File: src/rtl/alu_ctrl_pkg.sv
// alu_ctrl_pkg: shared ALUOp codes, slice width, sequencer states and op legality check
package alu_ctrl_pkg;
  localparam int SLICE_W = 6;
  localparam logic [3:0] OP_AND = 4'b0000;
  localparam logic [3:0] OP_OR  = 4'b0001;
  localparam logic [3:0] OP_ADD = 4'b0010;
  localparam logic [3:0] OP_SUB = 4'b0110;
  localparam logic [3:0] OP_NOR = 4'b1100;
  typedef enum logic [1:0] {IDLE, PASS, DONE} state_t;
  function automatic logic is_legal_op(input logic [3:0] op);
    return op inside {OP_AND, OP_OR, OP_ADD, OP_SUB, OP_NOR};
  endfunction
endpackage

File: src/rtl/ALU_6_bit.sv
// ALU_6_bit: 6-bit AND/OR/ADD/SUB/NOR slice with carry in/out
module ALU_6_bit
  import alu_ctrl_pkg::*;
(
  input  logic [3:0] ALUOp,
  input  logic [5:0] a,
  input  logic [5:0] b,
  input  logic       CarryIn,
  output logic [5:0] Result,
  output logic       CarryOut
);
  logic [6:0] sum;
  logic       arith;
  always_comb begin
    arith    = (ALUOp == OP_ADD) || (ALUOp == OP_SUB);
    sum      = {1'b0, a} + {1'b0, (ALUOp == OP_SUB) ? ~b : b} + {6'b0, CarryIn};
    Result   = (ALUOp == OP_AND) ? (a & b) :
               (ALUOp == OP_OR)  ? (a | b) :
               (ALUOp == OP_NOR) ? ~(a | b) :
               arith             ? sum[5:0] : 6'b0;
    CarryOut = arith & sum[6];
  end
endmodule

File: src/rtl/alu_multipass_seq.sv
// alu_multipass_seq: WIDTH-bit ALU op built from PASSES sequential passes through one ALU_6_bit
module alu_multipass_seq
  import alu_ctrl_pkg::*;
#(
  parameter int PASSES = 2,
  localparam int WIDTH = SLICE_W * PASSES
) (
  input  logic             clk,
  input  logic             reset,
  input  logic             in_valid,
  output logic             in_ready,
  input  logic [3:0]       in_op,
  input  logic [WIDTH-1:0] in_a,
  input  logic [WIDTH-1:0] in_b,
  output logic             out_valid,
  input  logic             out_ready,
  output logic [WIDTH-1:0] out_result,
  output logic             out_carry,
  output logic             out_zero,
  output logic             out_ovf,
  output logic             out_err
);
  state_t             state_q;
  logic [3:0]         idx_q, op_q;
  logic [WIDTH-1:0]   a_q, b_q, res_q, res_d;
  logic               carry_q, err_q;
  logic               out_valid_q, out_carry_q, out_zero_q, out_ovf_q, out_err_q;
  logic [WIDTH-1:0]   out_result_q;
  logic [3:0]         alu_op;
  logic [5:0]         alu_a, alu_b, alu_res;
  logic               alu_cin, alu_cout, drive, last, addsub, ovf_d;
  ALU_6_bit u_alu (
    .ALUOp   (alu_op),
    .a       (alu_a),
    .b       (alu_b),
    .CarryIn (alu_cin),
    .Result  (alu_res),
    .CarryOut(alu_cout)
  );
  // ALU inputs stay at zero outside a legal pass so it sees no spurious activity
  always_comb begin
    drive   = (state_q == PASS) && !err_q;
    last    = idx_q == 4'(PASSES - 1);
    addsub  = (op_q == OP_ADD) || (op_q == OP_SUB);
    alu_op  = drive ? op_q : 4'b0;
    alu_a   = drive ? a_q[SLICE_W*idx_q +: SLICE_W] : 6'b0;
    alu_b   = drive ? b_q[SLICE_W*idx_q +: SLICE_W] : 6'b0;
    alu_cin = drive && ((idx_q == 4'd0) ? (op_q == OP_SUB) : carry_q);
    res_d   = res_q;
    res_d[SLICE_W*idx_q +: SLICE_W] = alu_res;
    ovf_d   = addsub && (a_q[WIDTH-1] == (b_q[WIDTH-1] ^ (op_q == OP_SUB))) &&
              (res_d[WIDTH-1] != a_q[WIDTH-1]);
  end
  always_ff @(posedge clk) begin
    if (reset) begin
      state_q      <= IDLE;
      idx_q        <= '0;
      op_q         <= '0;
      a_q          <= '0;
      b_q          <= '0;
      res_q        <= '0;
      carry_q      <= 1'b0;
      err_q        <= 1'b0;
      out_valid_q  <= 1'b0;
      out_result_q <= '0;
      out_carry_q  <= 1'b0;
      out_zero_q   <= 1'b0;
      out_ovf_q    <= 1'b0;
      out_err_q    <= 1'b0;
    end else begin
      case (state_q)
        IDLE: if (in_valid) begin
          op_q    <= in_op;
          a_q     <= in_a;
          b_q     <= in_b;
          idx_q   <= '0;
          carry_q <= 1'b0;
          err_q   <= !is_legal_op(in_op);
          state_q <= PASS;
        end
        PASS: if (err_q) begin
          state_q      <= DONE;
          out_valid_q  <= 1'b1;
          out_result_q <= '0;
          out_carry_q  <= 1'b0;
          out_zero_q   <= 1'b1;
          out_ovf_q    <= 1'b0;
          out_err_q    <= 1'b1;
        end else begin
          res_q   <= res_d;
          carry_q <= alu_cout;
          idx_q   <= last ? 4'd0 : idx_q + 4'd1;
          if (last) begin
            state_q      <= DONE;
            out_valid_q  <= 1'b1;
            out_result_q <= res_d;
            out_carry_q  <= addsub && alu_cout;
            out_zero_q   <= res_d == '0;
            out_ovf_q    <= ovf_d;
            out_err_q    <= 1'b0;
          end
        end
        DONE: if (out_ready) begin
          state_q     <= IDLE;
          out_valid_q <= 1'b0;
        end
        default: state_q <= IDLE;
      endcase
    end
  end
  assign in_ready   = state_q == IDLE;
  assign out_valid  = out_valid_q;
  assign out_result = out_result_q;
  assign out_carry  = out_carry_q;
  assign out_zero   = out_zero_q;
  assign out_ovf    = out_ovf_q;
  assign out_err    = out_err_q;
endmodule

File: config.mk
export PLATFORM = sky130hd
export DESIGN_NAME = alu_multipass_seq
export DESIGN_NICKNAME = d
export VERILOG_FILES = /design/src/rtl/alu_ctrl_pkg.sv /design/src/rtl/ALU_6_bit.sv /design/src/rtl/alu_multipass_seq.sv
export SDC_FILE = /design/constraint.sdc
export NUM_CORES = 1
export LEC_CHECK = 0
export ABC_AREA = 1
export CORE_MARGIN = 2
export CORE_UTILIZATION = 62
export CTS_CLUSTER_SIZE = 16
export DETAILED_ROUTE_END_ITERATION = 6
export DONT_BUFFER_PORTS = 1
export GPL_ROUTABILITY_DRIVEN = 0
export GPL_TIMING_DRIVEN = 0
export HOLD_SLACK_MARGIN = 0.03
export PLACE_DENSITY = 0.74
export SYNTH_ARGS = -nofsm -noshare
export SYNTH_HDL_FRONTEND = slang
export SYNTH_SLANG_ARGS = --single-unit
File: constraint.sdc
create_clock -name clk -period 5 [get_ports clk]
set_clock_uncertainty 0.1 [all_clocks]
set_input_delay 1.25 -clock clk [delete_from_list [all_inputs] [get_ports clk]]
set_output_delay 1.25 -clock clk [all_outputs]
set_load 0.01 [all_outputs]
Yosys cells after proc, flatten, opt, wreduce, memory -nomap -nowiden
Index checks and enable logic that the tools add are counted.
{"block": "word_totals", "regBits": 65, "inputBits": 32, "output_inout_bits": 18, "elab_cells": 109}
{"block": "op_classes", "add_sub_neg": 4, "mul": 1, "eq_ne": 19, "shift": 4, "n_mux": 36, "bitwise_logic": 7, "reduce_logical": 24}
{"op": "6-bit two-way mux", "n": 7}
{"op": "7-bit negator with 34-bit output", "n": 1}
{"op": "6-bit by 34-bit variable shift with 12-bit output, first input constant", "n": 1}
{"op": "6-bit by 34-bit variable part select with 12-bit output", "n": 1}
{"op": "12-bit two-way mux", "n": 2}
{"op": "12-bit by 8-bit variable part select with 6-bit output", "n": 2}
{"op": "4-bit two-way mux", "n": 4}
{"op": "1-bit two-way mux", "n": 14}
{"op": "12-bit bitwise mux", "n": 1}
{"op": "4-bit by 1-bit == test with 1-bit output, second input constant", "n": 3}
{"op": "4-bit by 2-bit == test with 1-bit output, second input constant", "n": 3}
{"op": "4-bit by 3-bit == test with 1-bit output, second input constant", "n": 3}
{"op": "12-bit logical NOT", "n": 1}
{"op": "4-bit logical NOT", "n": 3}
{"op": "6-bit inverter", "n": 2}
{"op": "3-bit AND reduction", "n": 3}
{"op": "4-bit == test, second input constant", "n": 2}
{"op": "2-bit two-way mux", "n": 4}
{"op": "4-bit one-hot mux with 2 select lines", "n": 1}
{"op": "6-bit by 6-bit adder with 7-bit output", "n": 1}
{"op": "7-bit by 1-bit adder with 7-bit output", "n": 1}
{"op": "6-bit bitwise AND", "n": 1}
{"op": "2-bit by 4-bit multiplier with 6-bit output, first input constant", "n": 1}
{"op": "2-bit != test, second input constant", "n": 3}
{"op": "19 further kinds", "n": 30}

Depth between registers and ports, before layout
Gate-level depths: netlist (run 1).
{"block": "depth", "depth_word": 17, "depth_mapped": 28, "mapped_depth_nobuf": 25}

By module
Synthesis (run 1) repeated with hierarchy kept, for this count alone.
{"block": "unflattened", "cells_unflattened": 645, "hier_area_um2": 4217.8}
{"mod": "alu_multipass_seq", "n_inst": 1, "cells_per_inst": 557, "area_each_um2": 3633.5, "seq_area_each_um2": 1301.2}
{"mod": "ALU_6_bit", "n_inst": 1, "cells_per_inst": 88, "area_each_um2": 584.3, "seq_area_each_um2": 0.0}

Worst setup path after synthesis (run 1)
Ideal clock, no wire load.
{"block": "synth_path", "kind": "register to register", "startpoint": "register idx_q[0]", "endpoint": "register out_zero_q, in the netlist out_zero", "setup_time_ns": 0.065, "t_arrival_ns": 3.281, "t_required_ns": 4.835, "path_slack_ns": 1.554, "path_stages_with_launch": 26, "n_path_buf": 3, "synth_period_minus_slack_ns": 3.446, "cell_sequence": "dfxtp_1 > buf_6 > inv_1 > buf_4 > clkbuf_1 > ha_1 > nand2_1 > a211oi_1 > fa_1 > inv_1 > fa_1 > inv_1 > nand3_1 > nand2_1 > nand2_1 > nand3_1 > nand4_1 > nand3_1 > nand3_1 > nand2_1 > nand3_1 > nor3_1 > nand3_1 > nor2_1 > nor2_1 > nor2_1"}
{"block": "synth_via", "elab_chain_cells": 16, "word_cells_on_any_way": 29, "classes_between": "3 x add/sub; 1 x mul; 1 x eq/ne; 4 x shift; 11 x mux; 4 x bitwise; 5 x reduce/logical"}
{"item": "from (decl)", "line_no": "alu_multipass_seq.sv:24", "rtl": "logic [3:0] idx_q, op_q;"}
{"item": "from (signal assigned)", "line_no": "alu_multipass_seq.sv:92", "rtl": "idx_q <= last ? 4'd0 : idx_q + 4'd1;"}
{"item": "2-bit by 4-bit multiplier with 6-bit output", "line_no": "alu_multipass_seq.sv:46, alu_multipass_seq.sv:47, alu_multipass_seq.sv:50"}
{"item": "12-bit by 8-bit variable part select with 6-bit output", "line_no": "alu_multipass_seq.sv:47", "rtl": "alu_b = drive ? b_q[SLICE_W*idx_q +: SLICE_W] : 6'b0;"}
{"item": "6-bit two-way mux", "line_no": "alu_multipass_seq.sv:47"}
{"item": "6-bit inverter", "line_no": "ALU_6_bit.sv:16", "rtl": "sum = {1'b0, a} + {1'b0, (ALUOp == OP_SUB) ? ~b : b} + {6'b0, CarryIn};"}
{"item": "6-bit two-way mux", "line_no": "ALU_6_bit.sv:16"}
{"item": "6-bit by 6-bit adder with 7-bit output", "line_no": "ALU_6_bit.sv:16"}
{"item": "7-bit by 1-bit adder with 7-bit output", "line_no": "ALU_6_bit.sv:16"}
{"item": "6-bit two-way mux", "line_no": "ALU_6_bit.sv:20", "rtl": "arith ? sum[5:0] : 6'b0;"}
{"item": "6-bit two-way mux", "line_no": "ALU_6_bit.sv:19", "rtl": "(ALUOp == OP_NOR) ? ~(a | b) :"}
{"item": "6-bit two-way mux", "line_no": "ALU_6_bit.sv:18", "rtl": "(ALUOp == OP_OR) ? (a | b) :"}
{"item": "6-bit two-way mux", "line_no": "ALU_6_bit.sv:17", "rtl": "Result = (ALUOp == OP_AND) ? (a & b) :"}
{"item": "6-bit by 34-bit variable part select with 12-bit output", "line_no": "alu_multipass_seq.sv:50", "rtl": "res_d[SLICE_W*idx_q +: SLICE_W] = alu_res;"}
{"item": "12-bit bitwise mux", "line_no": "alu_multipass_seq.sv:50"}
{"item": "12-bit logical NOT", "line_no": "alu_multipass_seq.sv:98", "rtl": "out_zero_q <= res_d == '0;"}
{"item": "1-bit two-way mux", "line_no": "alu_multipass_seq.sv:93", "rtl": "if (last) begin"}
{"item": "1-bit two-way mux", "line_no": "alu_multipass_seq.sv:81", "rtl": "PASS: if (err_q) begin"}
{"item": "to (signal assigned)", "line_no": "alu_multipass_seq.sv:67", "rtl": "out_zero_q <= 1'b0;"}
{"item": "to (signal assigned)", "line_no": "alu_multipass_seq.sv:86", "rtl": "out_zero_q <= 1'b1;"}
{"item": "to (signal assigned)", "line_no": "alu_multipass_seq.sv:98"}
{"item": "to (decl)", "line_no": "alu_multipass_seq.sv:27", "rtl": "logic out_valid_q, out_carry_q, out_zero_q, out_ovf_q, out_err_q;"}
Parallel ways exist; a longest one is shown, timed or not. The select of a mux whose other input is x is not followed.
A chain may end at the register's enable or synchronous reset.

Worst setup path after layout (run 1)
Ends and elaborated chain as after synthesis.

==> flow_metrics.env, run 1 <==
export IMPL_run_status="completed"
export IMPL_design_die_area_sq_um=7350
export IMPL_criticalPathCategory="reg -> reg"
export IMPL_final_hold_worst_slack_ns=0.368
export IMPL_synth_edff_count=0
export IMPL_maxClockFrequency_mhz=225
export IMPL_coreArea_sq_um=6420
export IMPL_worst_hold_path_type="reg -> reg"
export IMPL_power_density_cell_area_nw_per_um2=337
export IMPL_comb_power_share_pct=30.8
export IMPL_filler_free_cell_count_of_the_finished_design=750
export IMPL_antenna_found_initial=0
export IMPL_fin_nets=718
export IMPL_port_buffer_count=0
export IMPL_antenna_cells=0
export IMPL_p_total_uw=1500
export IMPL_area_growth_pct=7.19
export IMPL_syn_nets=707
export IMPL_cts_root_buffer="sky130_fd_sc_hd__clkbuf_8"
export IMPL_dpl_hpwl_um=8170
export IMPL_htree_num_levels=3
export IMPL_num_rows=29
export IMPL_timing_critical_path_to_type="flop"
export IMPL_drive_above_1_share_pct=7.13
export IMPL_ir_drop_mv=0.226
export IMPL_crit_path_max_fanout=11
export IMPL_grt_setup_unrepaired="no"
export IMPL_fill_cells=610
export IMPL_critPathRequiredTime_ns=5.18
export IMPL_synth_async_sr_flop_share_pct=0
export IMPL_clkPwrFrac_pct=30.8
export IMPL_clock_insertion_delay_worst_skew_ns=0.34
export IMPL_max_slew_worst_pin_slew_ns=0.669
export IMPL_synth_ff_type="sky130_fd_sc_hd__dfxtp_1"
export IMPL_synthDominantAreaCellType="sky130_fd_sc_hd__dfxtp_1"
export IMPL_cts_sinks=65
export IMPL_max_cap_viol_count=0
export IMPL_ctsLongestPathBuffers=2
export IMPL_yosys_warnings=0
export IMPL_cts_setup_buffers=0
export IMPL_ys_ff_latch=65
export IMPL_synth_area_per_cell_sq_um=6.31
export IMPL_switching_portion_of_total_power_pct=38.3
export IMPL_setup_tns_final_ns=0
export IMPL_power_frac_seq_pct=38.3
export IMPL_number_of_iterations_in_the_first_detailed_routing_pass=7
export IMPL_synth_lib_cells_used_distinct=36
export IMPL_grt_first_pass_wirelength_um=17700
export IMPL_number_of_global_route_vias_before_repair=3967
export IMPL_setup_viol=0
export IMPL_slew_headroom_pct=54.9
export IMPL_report_final_slew_viol_count=0
export IMPL_post_synth_instance_area_sq_um=4140
export IMPL_grt_start_max_net_pins=14
export IMPL_p_sw_uw=574
export IMPL_timing_final_hold_violations=0
export IMPL_ys_top_cells_by_count="sky130_fd_sc_hd__nand2_1, sky130_fd_sc_hd__nor2_1, sky130_fd_sc_hd__dfxtp_1, sky130_fd_sc_hd__nand3_1, sky130_fd_sc_hd__inv_1"
export IMPL_cells_after_synth=657
export IMPL_startpoint_type="flop"
export IMPL_detail_route_drc_violations=0
export IMPL_detail_route_iter0_violations=273
export IMPL_boundaryPins=50
export IMPL_wl_per_cell_um=14.1
export IMPL_overall_routed_net_length_um=10600
export IMPL_overflow=0
export IMPL_post_drt_via_cell_ratio=5.67
export IMPL_synth_yosys_seq_area_share_pct=31.4
export IMPL_die_h_um=85.8
export IMPL_synth_top_cells_by_area="sky130_fd_sc_hd__dfxtp_1, sky130_fd_sc_hd__nand2_1, sky130_fd_sc_hd__nand3_1"
export IMPL_critPathArrivalTime_ns=4.63
export IMPL_period_minus_slack_ns=4.45
export IMPL_power_leakage_uw=0.00204
export IMPL_dp_cells=734
export IMPL_post_route_period_util_pct=89.0
export IMPL_holdBufCountCts=0
export IMPL_tritoncts_num_buffers=9
export IMPL_tritoncts="done"
export IMPL_die_span_in_x_um=85.8
export IMPL_start_util_pct=64.5
export IMPL_leading_cell_type_by_number_of_instances_after_synthesis="sky130_fd_sc_hd__nand2_1"
export IMPL_routed_via_count=4254
export IMPL_detail_route_antenna_nets=0
export IMPL_p_int_uw=924
export IMPL_cts_resized=0
export IMPL_total_routing_usage_reported_by_global_routing_pct=30.3
export IMPL_cts_clk_slew_worst_paths_ns=0.08
export IMPL_yosysTopAreaCellShare_pct=31.4
-- area by class of cell --
type | count | area [sq um] | share of cell area, %
multi-input cells | 505 | 2500 | 56.2
flip-flops and latches | 65 | 1300 | 29.3
inverters | 64 | 240 | 5.41
clock buffers | 9 | 124 | 2.79
plain buffers | 23 | 105 | 2.37
well taps | 77 | 96.3 | 2.17
clock inverters | 7 | 77.6 | 1.75
-- metal layers --
metal / wire [um] / GRT usage, % / part of all wire, %
met5: 0 / 0 / 0
met1: 4640 / 38.8 / 44
met2: 5050 / 51.3 / 48
met4: 233 / 10.4 / 2.2
met3: 630 / 5.77 / 6.0
-- through the flow --
step	util (%)	instance area (sq um)	setup slack [ns]
final	69.2	4440	0.548
after global routing	69.2	4440	0.132
after CTS	69.2	4440	0.683
after detailed placement	66.0	4240	0.723
after global placement	66.0	4240	0.728
after floorplan	-	4140	1.55
-- cell families after synthesis --
group                      synth area share (%)
xor gates and xnor gates                   1.90
adders and majority gates                  5.98
DFF                                        31.4
and+or+nand+nor                            38.8
buffers and inverters                      8.33
AOI/OAI and AO/OA                          13.6
-- registers in the layout, summed over array words and instances (netlist names) --
name,count
out_err,1
err_q,1
a_q,12
out_ovf,1
out_result,12
out_zero,1
idx_q,4
carry_q,1
b_q,12
state_q,2
res_q,12
out_carry,1
op_q,4
out_valid,1
-- cells in the final DEF (no fill, tap or decap), types with 8 or more instances in the layout --
master	instances
sky130_fd_sc_hd__clkbuf_1	15
sky130_fd_sc_hd__nor2_1	78
sky130_fd_sc_hd__o21ai_0	39
sky130_fd_sc_hd__inv_1	58
sky130_fd_sc_hd__a21oi_1	49
sky130_fd_sc_hd__clkbuf_8	9
sky130_fd_sc_hd__dfxtp_1	65
sky130_fd_sc_hd__nand2_1	191
sky130_fd_sc_hd__xor2_1	8
sky130_fd_sc_hd__nand3_1	64
sky130_fd_sc_hd__nand4_1	11
sky130_fd_sc_hd__ha_1	15
sky130_fd_sc_hd__nor3_1	8
-- power by group through the flow --
stage	clock [uW]	sequential [uW]	combinational, uW
after floorplan	0	581	352
after global placement	0	585	442
after detailed placement	0	586	452
after CTS	466	574	455
after global routing	491	578	524
final	462	574	462
-- critical path, cell delays in order, from the launching register on --
cell	delay, ns
sky130_fd_sc_hd__dfxtp_1	0.34
sky130_fd_sc_hd__buf_6	0.15
sky130_fd_sc_hd__inv_1	0.06
sky130_fd_sc_hd__buf_4	0.17
sky130_fd_sc_hd__clkbuf_1	0.40
sky130_fd_sc_hd__ha_1	0.24
sky130_fd_sc_hd__nand2_1	0.10
sky130_fd_sc_hd__a211oi_1	0.48
sky130_fd_sc_hd__fa_1	0.28
sky130_fd_sc_hd__inv_1	0.05
sky130_fd_sc_hd__fa_1	0.40
sky130_fd_sc_hd__inv_1	0.08
sky130_fd_sc_hd__nand3_1	0.10
sky130_fd_sc_hd__nand2_1	0.09
sky130_fd_sc_hd__nand2_1	0.06
sky130_fd_sc_hd__nand3_1	0.09
sky130_fd_sc_hd__nand4_1	0.20
sky130_fd_sc_hd__nand3_1	0.14
sky130_fd_sc_hd__nand2_1	0.06
sky130_fd_sc_hd__nand2_1	0.06
sky130_fd_sc_hd__nand2_1	0.05
sky130_fd_sc_hd__nand2_1	0.07
sky130_fd_sc_hd__nand2_1	0.09
sky130_fd_sc_hd__nor2_1	0.11
sky130_fd_sc_hd__nand4_1	0.11
sky130_fd_sc_hd__nor2_1	0.16
sky130_fd_sc_hd__nor2_1	0.06
sky130_fd_sc_hd__nor2_1	0.07
-- path summary, 6_finish.rpt --
check | startpoint | endpoint | slack [ns] | depth (start not counted)
max | idx_q[0] | out_zero | 0.55 | 27
min | res_q[5] | res_q[5] | 0.37 | 2
max reg2reg | idx_q[0] | out_zero | 0.55 | 27
min reg2reg | res_q[5] | res_q[5] | 0.37 | 2
Note: power is estimated with default switching activity, not from simulation.
==> run 2: changes to the inputs <==
Settings changed: CORE_MARGIN 2 to default, CTS_CLUSTER_DIAMETER from default to 120.
==> run 2 against run 1 <==
  * Core utilization grew 0.67 points
  * Critical endpoint unchanged
  * Highest routed layer unchanged
  * Largest power group unchanged
  * Global-route usage rose by 1.6 points
  * Register-to-register slack lost 0.07 ns
==> flow_metrics.env, run 2 (synthesized netlist as in run 1, its figures left out) <==
export IMPL_gr_usage_met1_pct=40.6
export IMPL_routed_via_count=4241
export IMPL_hold_path_depth=2
export IMPL_worst_hold_path_type="reg -> reg"
export IMPL_die_h_um=83.8
export IMPL_max_slew_worst_pin_slew_ns=0.681
export IMPL_layout_cells_most_common_list="sky130_fd_sc_hd__nand2_1, sky130_fd_sc_hd__nor2_1, sky130_fd_sc_hd__dfxtp_1"
export IMPL_sequential_cell_area_sq_um=1300
export IMPL_top_usage_layer="met2"
export IMPL_globalRouteMet2Util_pct=52.5
export IMPL_start_util_pct=64.9
export IMPL_grt_start_max_net_pins=13
export IMPL_num_rows=29
export IMPL_tritoncts_num_buffers=9
export IMPL_critPathArrivalTime_ns=4.71
export IMPL_die_span_in_x_um=83.8
export IMPL_setup_tns_final_ns=0
export IMPL_p_total_uw=1540
export IMPL_final_hold_worst_slack_ns=0.367
export IMPL_final_design_area_no_fill_sq_um=4460
export IMPL_antenna_found_initial=0
export IMPL_cts_root_buffer="sky130_fd_sc_hd__clkbuf_8"
export IMPL_number_of_iterations_in_the_first_detailed_routing_pass=6
export IMPL_boundaryPins=50
export IMPL_wl_per_cell_um=14.1
export IMPL_area_growth_pct=7.61
export IMPL_switching_portion_of_total_power_pct=36.6
export IMPL_startpoint_type="flop"
export IMPL_ctsLongestPathBuffers=2
export IMPL_crit_path_max_fanout=11
export IMPL_regToRegEndpoint="out_zero"
export IMPL_slew_headroom_pct=54.1
export IMPL_total_routing_usage_reported_by_global_routing_pct=31.9
export IMPL_antenna_cells=0
export IMPL_drive_above_1_share_pct=6.98
export IMPL_htree_num_levels=3
export IMPL_max_cap_viol_count=0
export IMPL_worstHoldEndpoint="res_q[3]"
export IMPL_crit_reg2reg_launch="idx_q[0]"
export IMPL_p_int_uw=973
export IMPL_cts_resized=0
export IMPL_worstRegToRegCells=27
export IMPL_worst_hold_startpoint="res_q[3]"
export IMPL_grt_first_pass_wirelength_um=17900
export IMPL_grt_setup_unrepaired="no"
export IMPL_run_status="completed"
export IMPL_tritoncts="done"
export IMPL_timing_critical_path_to_type="flop"
export IMPL_detail_route_drc_violations=0
export IMPL_port_buffer_count=0
export IMPL_power_frac_seq_pct=37.4
export IMPL_holdBufCountCts=0
export IMPL_r2r_setup_slack_ns=0.48
export IMPL_comb_power_share_pct=30.0
export IMPL_clock_insertion_delay_worst_skew_ns=0.35
export IMPL_post_drt_via_cell_ratio=5.65
export IMPL_grt_met3_usage_pct=7.22
export IMPL_post_route_period_util_pct=90.3
export IMPL_overflow=0
export IMPL_critPathRequiredTime_ns=5.19
export IMPL_number_of_global_route_vias_before_repair=3908
export IMPL_mostFrequentLayoutCell="sky130_fd_sc_hd__nand2_1"
export IMPL_criticalPathCategory="reg -> reg"
export IMPL_power_leakage_uw=0.00205
export IMPL_period_minus_slack_ns=4.52
export IMPL_fin_nets=718
export IMPL_cts_setup_buffers=0
export IMPL_cts_sinks=65
export IMPL_footprint_of_the_multi_input_gates_sq_um=2500
export IMPL_design_die_area_sq_um=7010
export IMPL_cts_clk_slew_worst_paths_ns=0.08
export IMPL_ir_drop_mv=0.252
export IMPL_maxClockFrequency_mhz=221
export IMPL_final_core_utilization_pct=69.8
export IMPL_dpl_hpwl_um=8150
export IMPL_p_sw_uw=563
export IMPL_detail_route_iter0_violations=232
export IMPL_fill_cells=591
export IMPL_report_final_slew_viol_count=0
export IMPL_coreArea_sq_um=6390
export IMPL_setup_viol=0
export IMPL_overall_routed_net_length_um=10600
export IMPL_detail_route_antenna_nets=0
export IMPL_timing_final_hold_violations=0
export IMPL_clkPwrFrac_pct=32.6
export IMPL_postPlaceCellArea_sq_um=4240
export IMPL_power_density_cell_area_nw_per_um2=344
## run 2: critical path: stages, from the launching register on
cell and delay, ns:
sky130_fd_sc_hd__dfxtp_1 0.35, sky130_fd_sc_hd__buf_6 0.15, sky130_fd_sc_hd__inv_1 0.06, sky130_fd_sc_hd__buf_4 0.18, sky130_fd_sc_hd__clkbuf_1 0.41, sky130_fd_sc_hd__ha_1 0.23, sky130_fd_sc_hd__nand2_1 0.10, sky130_fd_sc_hd__a211oi_1 0.44
sky130_fd_sc_hd__fa_1 0.29, sky130_fd_sc_hd__inv_1 0.06, sky130_fd_sc_hd__fa_1 0.40, sky130_fd_sc_hd__inv_1 0.07, sky130_fd_sc_hd__nand3_1 0.08, sky130_fd_sc_hd__nand2_1 0.09, sky130_fd_sc_hd__nand2_1 0.07, sky130_fd_sc_hd__nand3_1 0.10
sky130_fd_sc_hd__nand4_1 0.19, sky130_fd_sc_hd__nand3_1 0.14, sky130_fd_sc_hd__nand2_1 0.07, sky130_fd_sc_hd__nand2_1 0.06, sky130_fd_sc_hd__nand2_1 0.06, sky130_fd_sc_hd__nand2_1 0.07, sky130_fd_sc_hd__nand2_1 0.10, sky130_fd_sc_hd__nor2_1 0.12
sky130_fd_sc_hd__nand4_1 0.10, sky130_fd_sc_hd__nor2_1 0.20, sky130_fd_sc_hd__nor2_1 0.06, sky130_fd_sc_hd__nor2_1 0.09
## run 2: final cells by class
cell class | instances | share of cell area, %
clock buffer | 10 | 2.86
clock inverter | 6 | 2.05
sequential | 65 | 29.2
buffer | 23 | 2.36
tap | 77 | 2.16
multi-input combinational | 505 | 56.0
inverter | 64 | 5.39
## run 2: worst max-delay path by stage
stage | from | to | depth (start not counted)
2_1_floorplan | idx_q[0] | out_zero | 25
3_3_place_gp | idx_q[0] | out_zero | 27
3_5_place_dp | idx_q[0] | out_zero | 27
4_1_cts | idx_q[0] | out_zero | 27
5_1_grt | idx_q[0] | out_zero | 27
6_report | idx_q[0] | out_zero | 27
## run 2: power by group through the flow
| stage | clock network [uW] | logic, uW | registers (uW) |
|---|---|---|---|
| after floorplan | 0 | 352 | 581 |
| after global placement | 0 | 442 | 585 |
| after detailed placement | 0 | 450 | 586 |
| after CTS | 505 | 453 | 574 |
| after global routing | 528 | 520 | 578 |
| final | 501 | 461 | 574 |
## run 2: per-stage QoR
stage	std cells	setup slack, ns
after floorplan	657	1.55
final	750	0.483
after CTS	750	0.558
after global placement	734	0.715
after global routing	750	0.229
after detailed placement	734	0.598
## run 2: layer usage
layer  part of all wire, %  wire length, um
met1                    43             4560
met4                   2.5              269
met3                   6.6              704
met2                    48             5050
met5                     0                0
